===== config.mk =====
export PLATFORM = sky130hd
export DESIGN_NAME = ls74163_divider_ctrl_flat
export DESIGN_NICKNAME = d
export VERILOG_FILES = /design/src/rtl/ls74163_divider_ctrl_pkg.sv /design/src/rtl/ls74163_divider_ctrl_if.sv /design/src/rtl/ls74163_divider_ctrl_carry_chain.sv /design/src/rtl/ls74163_divider_ctrl.sv /design/src/flat_wrapper.sv
export SDC_FILE = /design/constraint.sdc
export NUM_CORES = 1
export LEC_CHECK = 0
export ABC_AREA = 1
export CAP_MARGIN = 20
export CORE_MARGIN = 5
export CORE_UTILIZATION = 40
export DETAILED_ROUTE_END_ITERATION = 8
export DONT_BUFFER_PORTS = 1
export PLACE_DENSITY = 0.59
export SYNTH_ARGS = -nofsm -noshare
export SYNTH_HDL_FRONTEND = slang
export SYNTH_HIERARCHICAL = 1
export SYNTH_SLANG_ARGS = --single-unit

===== constraint.sdc =====
create_clock -name CLK -period 3.6 [get_ports CLK]
set_clock_uncertainty 0.05 [all_clocks]
set_input_delay 1.08 -clock CLK [delete_from_list [all_inputs] [get_ports CLK]]
set_output_delay 1.08 -clock CLK [all_outputs]
set_load 0.01 [all_outputs]

===== src/rtl/ls74163_divider_ctrl_pkg.sv =====
// ---------------------------------------------------------------------------
// ls74163_pkg
// Shared definitions for the LS74163 divider controller: the controller
// state encoding, the width of one counter stage and the width of the
// completed-period counter.
// ---------------------------------------------------------------------------
package ls74163_pkg;

  // Width of one LS74163 counter (QD..QA).
  localparam int STAGE_W   = 4;

  // Width of the saturating completed-period counter.
  localparam int PERIODS_W = 8;

  typedef enum logic [2:0] {
    S_CLEAR = 3'd0,
    S_IDLE  = 3'd1,
    S_LOAD  = 3'd2,
    S_RUN   = 3'd3,
    S_DONE  = 3'd4
  } ctrl_state_e;

endpackage : ls74163_pkg


===== src/rtl/ls74163_divider_ctrl_if.sv =====
// ---------------------------------------------------------------------------
// ls74163_divider_ctrl_if
// Bundles the sequencer-facing and counter-facing signals of the divider
// controller.
//   slave  : the controller (consumes START/STOP/MODE_ONESHOT/PRESET and the
//            counter outputs Q; drives the counter controls and status).
//   master : the environment (system sequencer plus the counter chain).
// Signals:
//   START, STOP, MODE_ONESHOT, PRESET[W]  sequencer requests
//   Q[W]                                  counter outputs, stage k = Q[4k+3:4k]
//   CLR_L, LD_L, LOAD_D[W], ENP, ENT[STAGES]  counter controls
//   TC, BUSY, DONE, PERIODS[8]            status
// ---------------------------------------------------------------------------
interface ls74163_divider_ctrl_if #(
  parameter int STAGES = 2
);
  import ls74163_pkg::*;

  localparam int W = STAGE_W * STAGES;

  logic                 START;
  logic                 STOP;
  logic                 MODE_ONESHOT;
  logic [W-1:0]         PRESET;
  logic [W-1:0]         Q;
  logic                 CLR_L;
  logic                 LD_L;
  logic [W-1:0]         LOAD_D;
  logic                 ENP;
  logic [STAGES-1:0]    ENT;
  logic                 TC;
  logic                 BUSY;
  logic                 DONE;
  logic [PERIODS_W-1:0] PERIODS;

  modport slave (
    input  START, STOP, MODE_ONESHOT, PRESET, Q,
    output CLR_L, LD_L, LOAD_D, ENP, ENT, TC, BUSY, DONE, PERIODS
  );

  modport master (
    output START, STOP, MODE_ONESHOT, PRESET, Q,
    input  CLR_L, LD_L, LOAD_D, ENP, ENT, TC, BUSY, DONE, PERIODS
  );

endinterface : ls74163_divider_ctrl_if


===== src/rtl/ls74163_divider_ctrl_carry_chain.sv =====
// ---------------------------------------------------------------------------
// ls74163_carry_chain
// Purely combinational carry logic for a cascade of STAGES 4-bit counters.
// Ports:
//   q[4*STAGES]    counter outputs, stage k = q[4k+3:4k]
//   en             enables the chain (ENT[0]); 0 forces every ENT low
//   ent[STAGES]    per-stage carry enables; stage k counts only when all
//                  lower stages read 4'hF
//   all_ones       the whole cascade reads all ones (terminal count)
// ---------------------------------------------------------------------------
module ls74163_carry_chain
  import ls74163_pkg::*;
#(
  parameter int STAGES = 2
) (
  input  logic [STAGE_W*STAGES-1:0] q,
  input  logic                      en,
  output logic [STAGES-1:0]         ent,
  output logic                      all_ones
);

  logic [STAGES-1:0] stage_ones;

  for (genvar k = 0; k < STAGES; k++) begin : g_stage
    assign stage_ones[k] = &q[k*STAGE_W +: STAGE_W];
  end

  // A running term is used instead of reading ent[k-1] back, so the loop
  // does not form a combinational self-dependency on the ent vector.
  always_comb begin
    logic carry;
    carry = en;
    for (int k = 0; k < STAGES; k++) begin
      ent[k] = carry;
      carry  = carry & stage_ones[k];
    end
  end

  assign all_ones = &stage_ones;

endmodule : ls74163_carry_chain


===== src/rtl/ls74163_divider_ctrl.sv =====
// ---------------------------------------------------------------------------
// ls74163_divider_ctrl
// Control stage for a cascade of STAGES LS74163 synchronous counters used as
// a programmable mod-N divider / timer. Period length is 2^W - preset cycles
// (W = 4*STAGES); TC pulses on the all-ones cycle of every period.
// Ports:
//   CLK       rising-edge clock shared with the counter chain
//   RESET_L   asynchronous active-low reset
//   bus       ls74163_divider_ctrl_if.slave (requests, counter Q in;
//             CLR_L/LD_L/LOAD_D/ENP/ENT, TC/BUSY/DONE/PERIODS out)
// Configuration:
//   LS74163_CTRL_ONESHOT_EN  defined  : MODE_ONESHOT=1 stops after one period
//                                       and parks in DONE.
//                            undefined: MODE_ONESHOT ignored, always
//                                       periodic, DONE tied low.
// ---------------------------------------------------------------------------
module ls74163_divider_ctrl
  import ls74163_pkg::*;
#(
  parameter int STAGES = 2
) (
  input  logic                   CLK,
  input  logic                   RESET_L,
  ls74163_divider_ctrl_if.slave  bus
);

  localparam int W = STAGE_W * STAGES;

  ctrl_state_e          state_q,   state_d;
  logic [W-1:0]         preset_q,  preset_d;
  logic [PERIODS_W-1:0] periods_q, periods_d;

  logic                 clr_l;
  logic                 ld_l;
  logic                 enp;
  logic [STAGES-1:0]    ent;
  logic                 tc;
  logic                 busy;
  logic                 done;

  logic [STAGES-1:0]    ent_chain;
  logic                 all_ones;
  logic                 oneshot;

  function automatic logic [PERIODS_W-1:0] sat_inc(input logic [PERIODS_W-1:0] v);
    return (&v) ? v : v + 1'b1;
  endfunction

`ifdef LS74163_CTRL_ONESHOT_EN
  assign oneshot = bus.MODE_ONESHOT;
`else
  logic unused_mode_oneshot;
  assign unused_mode_oneshot = bus.MODE_ONESHOT;
  assign oneshot             = 1'b0;
`endif

  ls74163_carry_chain #(
    .STAGES (STAGES)
  ) u_carry_chain (
    .q        (bus.Q),
    .en       (state_q == S_RUN),
    .ent      (ent_chain),
    .all_ones (all_ones)
  );

  always_ff @(posedge CLK or negedge RESET_L) begin
    if (!RESET_L) begin
      state_q   <= S_CLEAR;
      preset_q  <= '0;
      periods_q <= '0;
    end else begin
      state_q   <= state_d;
      preset_q  <= preset_d;
      periods_q <= periods_d;
    end
  end

  always_comb begin
    state_d   = state_q;
    preset_d  = preset_q;
    periods_d = periods_q;
    clr_l     = 1'b1;
    ld_l      = 1'b1;
    enp       = 1'b0;
    ent       = '0;
    tc        = 1'b0;
    busy      = 1'b0;
    done      = 1'b0;

    case (state_q)
      S_CLEAR: begin
        clr_l   = 1'b0;
        state_d = S_IDLE;
      end

      S_IDLE: begin
        if (bus.START && !bus.STOP) begin
          preset_d = bus.PRESET;
          state_d  = S_LOAD;
        end
      end

      S_LOAD: begin
        ld_l      = 1'b0;
        busy      = 1'b1;
        periods_d = '0;
        state_d   = S_RUN;
      end

      S_RUN: begin
        busy = 1'b1;
        enp  = 1'b1;
        ent  = ent_chain;
        if (all_ones) begin
          tc        = 1'b1;
          periods_d = sat_inc(periods_q);
          if (oneshot) begin
            // Freeze the chain on all ones; DONE holds it there.
            enp     = 1'b0;
            state_d = S_DONE;
          end else begin
            // Reload on the next edge so the period restarts seamlessly.
            ld_l = 1'b0;
          end
        end
      end

`ifdef LS74163_CTRL_ONESHOT_EN
      S_DONE: begin
        done = 1'b1;
        if (bus.START && !bus.STOP) begin
          preset_d = bus.PRESET;
          state_d  = S_LOAD;
        end
      end
`endif

      default: begin
        state_d = S_CLEAR;
      end
    endcase

    // STOP wins over START and over the terminal transition.
    if (bus.STOP && (state_q != S_CLEAR)) begin
      state_d = S_CLEAR;
    end
  end

  assign bus.CLR_L   = clr_l;
  assign bus.LD_L    = ld_l;
  assign bus.LOAD_D  = preset_q;
  assign bus.ENP     = enp;
  assign bus.ENT     = ent;
  assign bus.TC      = tc;
  assign bus.BUSY    = busy;
  assign bus.DONE    = done;
  assign bus.PERIODS = periods_q;

endmodule : ls74163_divider_ctrl


===== src/flat_wrapper.sv =====
// flat-port wrapper written by rule: the top's interface ports become plain ports
module ls74163_divider_ctrl_flat import ls74163_pkg::*;
#(
  parameter int STAGES = 2
)
  (CLK, RESET_L, bus_START, bus_STOP, bus_MODE_ONESHOT, bus_PRESET, bus_Q, bus_CLR_L, bus_LD_L, bus_LOAD_D, bus_ENP, bus_ENT, bus_TC, bus_BUSY, bus_DONE, bus_PERIODS);
  ls74163_divider_ctrl_if #(.STAGES(STAGES)) bus_i ();
  input  logic CLK;
  input  logic RESET_L;
  input wire logic [$bits(bus_i.START)-1:0] bus_START;
  input wire logic [$bits(bus_i.STOP)-1:0] bus_STOP;
  input wire logic [$bits(bus_i.MODE_ONESHOT)-1:0] bus_MODE_ONESHOT;
  input wire logic [$bits(bus_i.PRESET)-1:0] bus_PRESET;
  input wire logic [$bits(bus_i.Q)-1:0] bus_Q;
  output wire logic [$bits(bus_i.CLR_L)-1:0] bus_CLR_L;
  output wire logic [$bits(bus_i.LD_L)-1:0] bus_LD_L;
  output wire logic [$bits(bus_i.LOAD_D)-1:0] bus_LOAD_D;
  output wire logic [$bits(bus_i.ENP)-1:0] bus_ENP;
  output wire logic [$bits(bus_i.ENT)-1:0] bus_ENT;
  output wire logic [$bits(bus_i.TC)-1:0] bus_TC;
  output wire logic [$bits(bus_i.BUSY)-1:0] bus_BUSY;
  output wire logic [$bits(bus_i.DONE)-1:0] bus_DONE;
  output wire logic [$bits(bus_i.PERIODS)-1:0] bus_PERIODS;
  assign bus_i.START = bus_START;
  assign bus_i.STOP = bus_STOP;
  assign bus_i.MODE_ONESHOT = bus_MODE_ONESHOT;
  assign bus_i.PRESET = bus_PRESET;
  assign bus_i.Q = bus_Q;
  assign bus_CLR_L = bus_i.CLR_L;
  assign bus_LD_L = bus_i.LD_L;
  assign bus_LOAD_D = bus_i.LOAD_D;
  assign bus_ENP = bus_i.ENP;
  assign bus_ENT = bus_i.ENT;
  assign bus_TC = bus_i.TC;
  assign bus_BUSY = bus_i.BUSY;
  assign bus_DONE = bus_i.DONE;
  assign bus_PERIODS = bus_i.PERIODS;
  ls74163_divider_ctrl #(.STAGES(STAGES)) u_core (.CLK(CLK), .RESET_L(RESET_L), .bus(bus_i));
endmodule

==> flow_summary.yaml <==
timing:
  fmax_mhz: 346
  maxSlewHeadroom: 0.611
  period_minus_slack_ns: 2.89
  hold_viol: 0
  finalSetupViolCount: 0
  tightest_slew_ns: 0.583
  holdWs_ns: 0.403
  maxSlewViolCount: 0
  fin_crit_sh: 0.802
  rsz0062_at_grt: "false"
  finalSetupTns_ns: 0
  finalWorstSetupSlack_ns: 0.713
logic_synthesis:
  ys_seq_elements: 18
  synth_top_area_frac: 0.411
  syn_area_sq_um: 1100
  synth_cell_types: 20
  avgSynthCellArea_sq_um: 8.18
  syn_nets: 161
  synth_area_leader_cell: "dfrtp_1"
  synthCells: 134
  ys_warn_count: 6
  yosysSeqAreaShare: 0.411
  synth_area_leaders: "dfrtp_1 41%, nand2_1 12%, mux2_2 8.2%, ha_1 6.8%, inv_1 6.8%"
floorplan:
  dieArea_sq_um: 3890
  fp.dieW_um: 62.3
  ios: 45
  design.core.area_sq_um: 2690
  start_util: 0.408
  fp-row-count: 19
  dieHeight_um: 62.3
finish:
  antenna_cells: 0
  stdcell_area_sq_um: 1140
  layout_commonest_cell: "nand2_1"
  layout.nets: 162
  layout-drive-gt1-share: 0.187
  synthToLayoutAreaGrowth_pct: 3.77
  utilization: 0.423
  layout_common_cells: "34 x nand2_1, 20 x inv_1, 18 x dfrtp_1"
clock_tree:
  clk_latency_ns: 0.30
  cts_buffers: 3
  cts_sinks: 18
  tritoncts: "yes"
  path_clk_slew_ns: 0.12
  cts_root_buffer: "clkbuf_4"
  ctsLongestPathBuffers: 2
  ctsHoldBuffers: 0
  cts_setup_buffers: 0
  ctsResizeCount: 0
  htree_levels: 1
placement:
  place.detailed.hpwl_um: 1690
  placed_area_sq_um: 1100
  pre_cts_slack_ns: 0.781
  gp_congestion: 0.797
  io_buffers: 0
pwr:
  p_per_area_nw_per_um2: 589
  power.leakage_nw: 0.562
  ir_drop_mv: 0.343
route:
  via_per_inst: 4.98
  wirelength_met1_um: 872
  post-route-drc-count: 0
  wire_per_inst_um: 12.9
  maxUsedRoutingLayer: "met4"
  met3_length_um: 169
  routed_wl_um: 2120
  wl_met2_um: 1070
  dr_total_vias: 821
  drt_iter0_markers: 34
  ant_nets: 0
  dr.pass1.iters: 6
status:
  status: "completed"
worst_setup_path:
  cp_data_arrival_time_ns: 1.76
  rrSetupSlack_ns: 1.66
  crit_fanout: 15
  cp-start-kind: "flop"
  worstReg2RegStart: "u_core/state_q[1]"
  crit_type: "flop to primary output"
  r2r-end: "u_core/bus.PERIODS[7]"
  worstSetupEndpointType: "primary output"
  crit_required_ns: 2.47
  reg2reg_depth: 6
hold_path:
  hp-class: "input port to asynchronous set/reset pin"
grt:
  grt_overflow: 0
  track_usage: 0.113
  grt_max_degree: 19
  grt_pass1_wl_um: 3550
  grt_pass1_vias: 811
  antenna_found_initial: 0
run:
  max-cap-violations: 0
## synth_stat cells
| library cell | n |
|---|---|
| inv_2 | 1 |
| inv_1 | 20 |
| o21ai_2 | 4 |
| nand4_1 | 1 |
| or2_2 | 1 |
| a21oi_1 | 1 |
| nand2_1 | 34 |
| mux2_2 | 8 |
| buf_4 | 3 |
| dfrtp_1 | 18 |
| nor2_1 | 7 |
| ha_1 | 6 |
| conb_1 | 1 |
| nor2_2 | 2 |
| o21ai_0 | 7 |
| o21bai_1 | 2 |
| nand3_2 | 1 |
| nand2_2 | 4 |
| nand3_1 | 12 |
| buf_6 | 1 |
## layout make-up
| type | count | area [sq um] |
|---|---|---|
| multi-input combinational | 91 | 533 |
| sequential | 18 | 450 |
| fill | 279 | 1550 |
| clock buffer | 4 | 36.3 |
| tap | 31 | 38.8 |
| inverter | 21 | 78.8 |
## metrics by stage
step / power, W / cells
2_1_floorplan: 0.000521 / 134
3_3_place_gp: 0.000541 / 161
3_5_place_dp: 0.000550 / 161
4_1_cts: 0.000680 / 165
5_1_grt: 0.000727 / 165
6_report: 0.000669 / 165
## flip-flops by register name (all words and copies together) (netlist names)
| register | cells |
|---|---|
| u_core/bus.LOAD_D | 8 |
| u_core/bus.PERIODS | 8 |
| u_core/state_q | 2 |
## worst max-delay path, stage by stage (launching register included)
cell	delay [ns]
dfrtp_1	0.43
ha_1	0.55
nand2_1	0.19
o21ai_2	0.15
inv_1	0.12
## worst max path at each step
stage | from | to | slack [ns] | cells after the start
global placement | bus_Q[2] | bus_LD_L | 0.79 | 7
floorplan | bus_Q[2] | bus_LD_L | 0.91 | 7
global route | u_core/state_q[1] | bus_LD_L | 0.58 | 4
detailed placement | bus_Q[2] | bus_LD_L | 0.78 | 7
finish | u_core/state_q[1] | bus_LD_L | 0.71 | 4
CTS | u_core/state_q[1] | bus_LD_L | 0.70 | 4
## metal layers
layer | vias up | GRT usage
li1 | 417 | -
met1 | 380 | 0.111
met2 | 22 | 0.194
met3 | 2 | 0.0595
met4 | 0 | 0.0504
met5 | - | 0
## power by group
group / switching, W / total, W / internal (W)
Combinational: 0.000130 / 0.000215 / 0.0000853
Clock: 0.0000668 / 0.000128 / 0.0000616
Sequential: 0.0000655 / 0.000326 / 0.000260
Total: 0.000262 / 0.000669 / 0.000407
## kinds of logic (layout without fill, tap and decap cells)
group	count (synthesis)	count (layout)	synth area share
muxes	8	8	0.0822
DFF	18	18	0.411
adders and majority gates	6	6	0.0685
other	1	1	0.00342
and+or+nand+nor	62	62	0.250
AOI/OAI and AO/OA	14	14	0.0822
buffers and inverters	25	25	0.103
No activity file was read; power rests on OpenSTA's default activity.
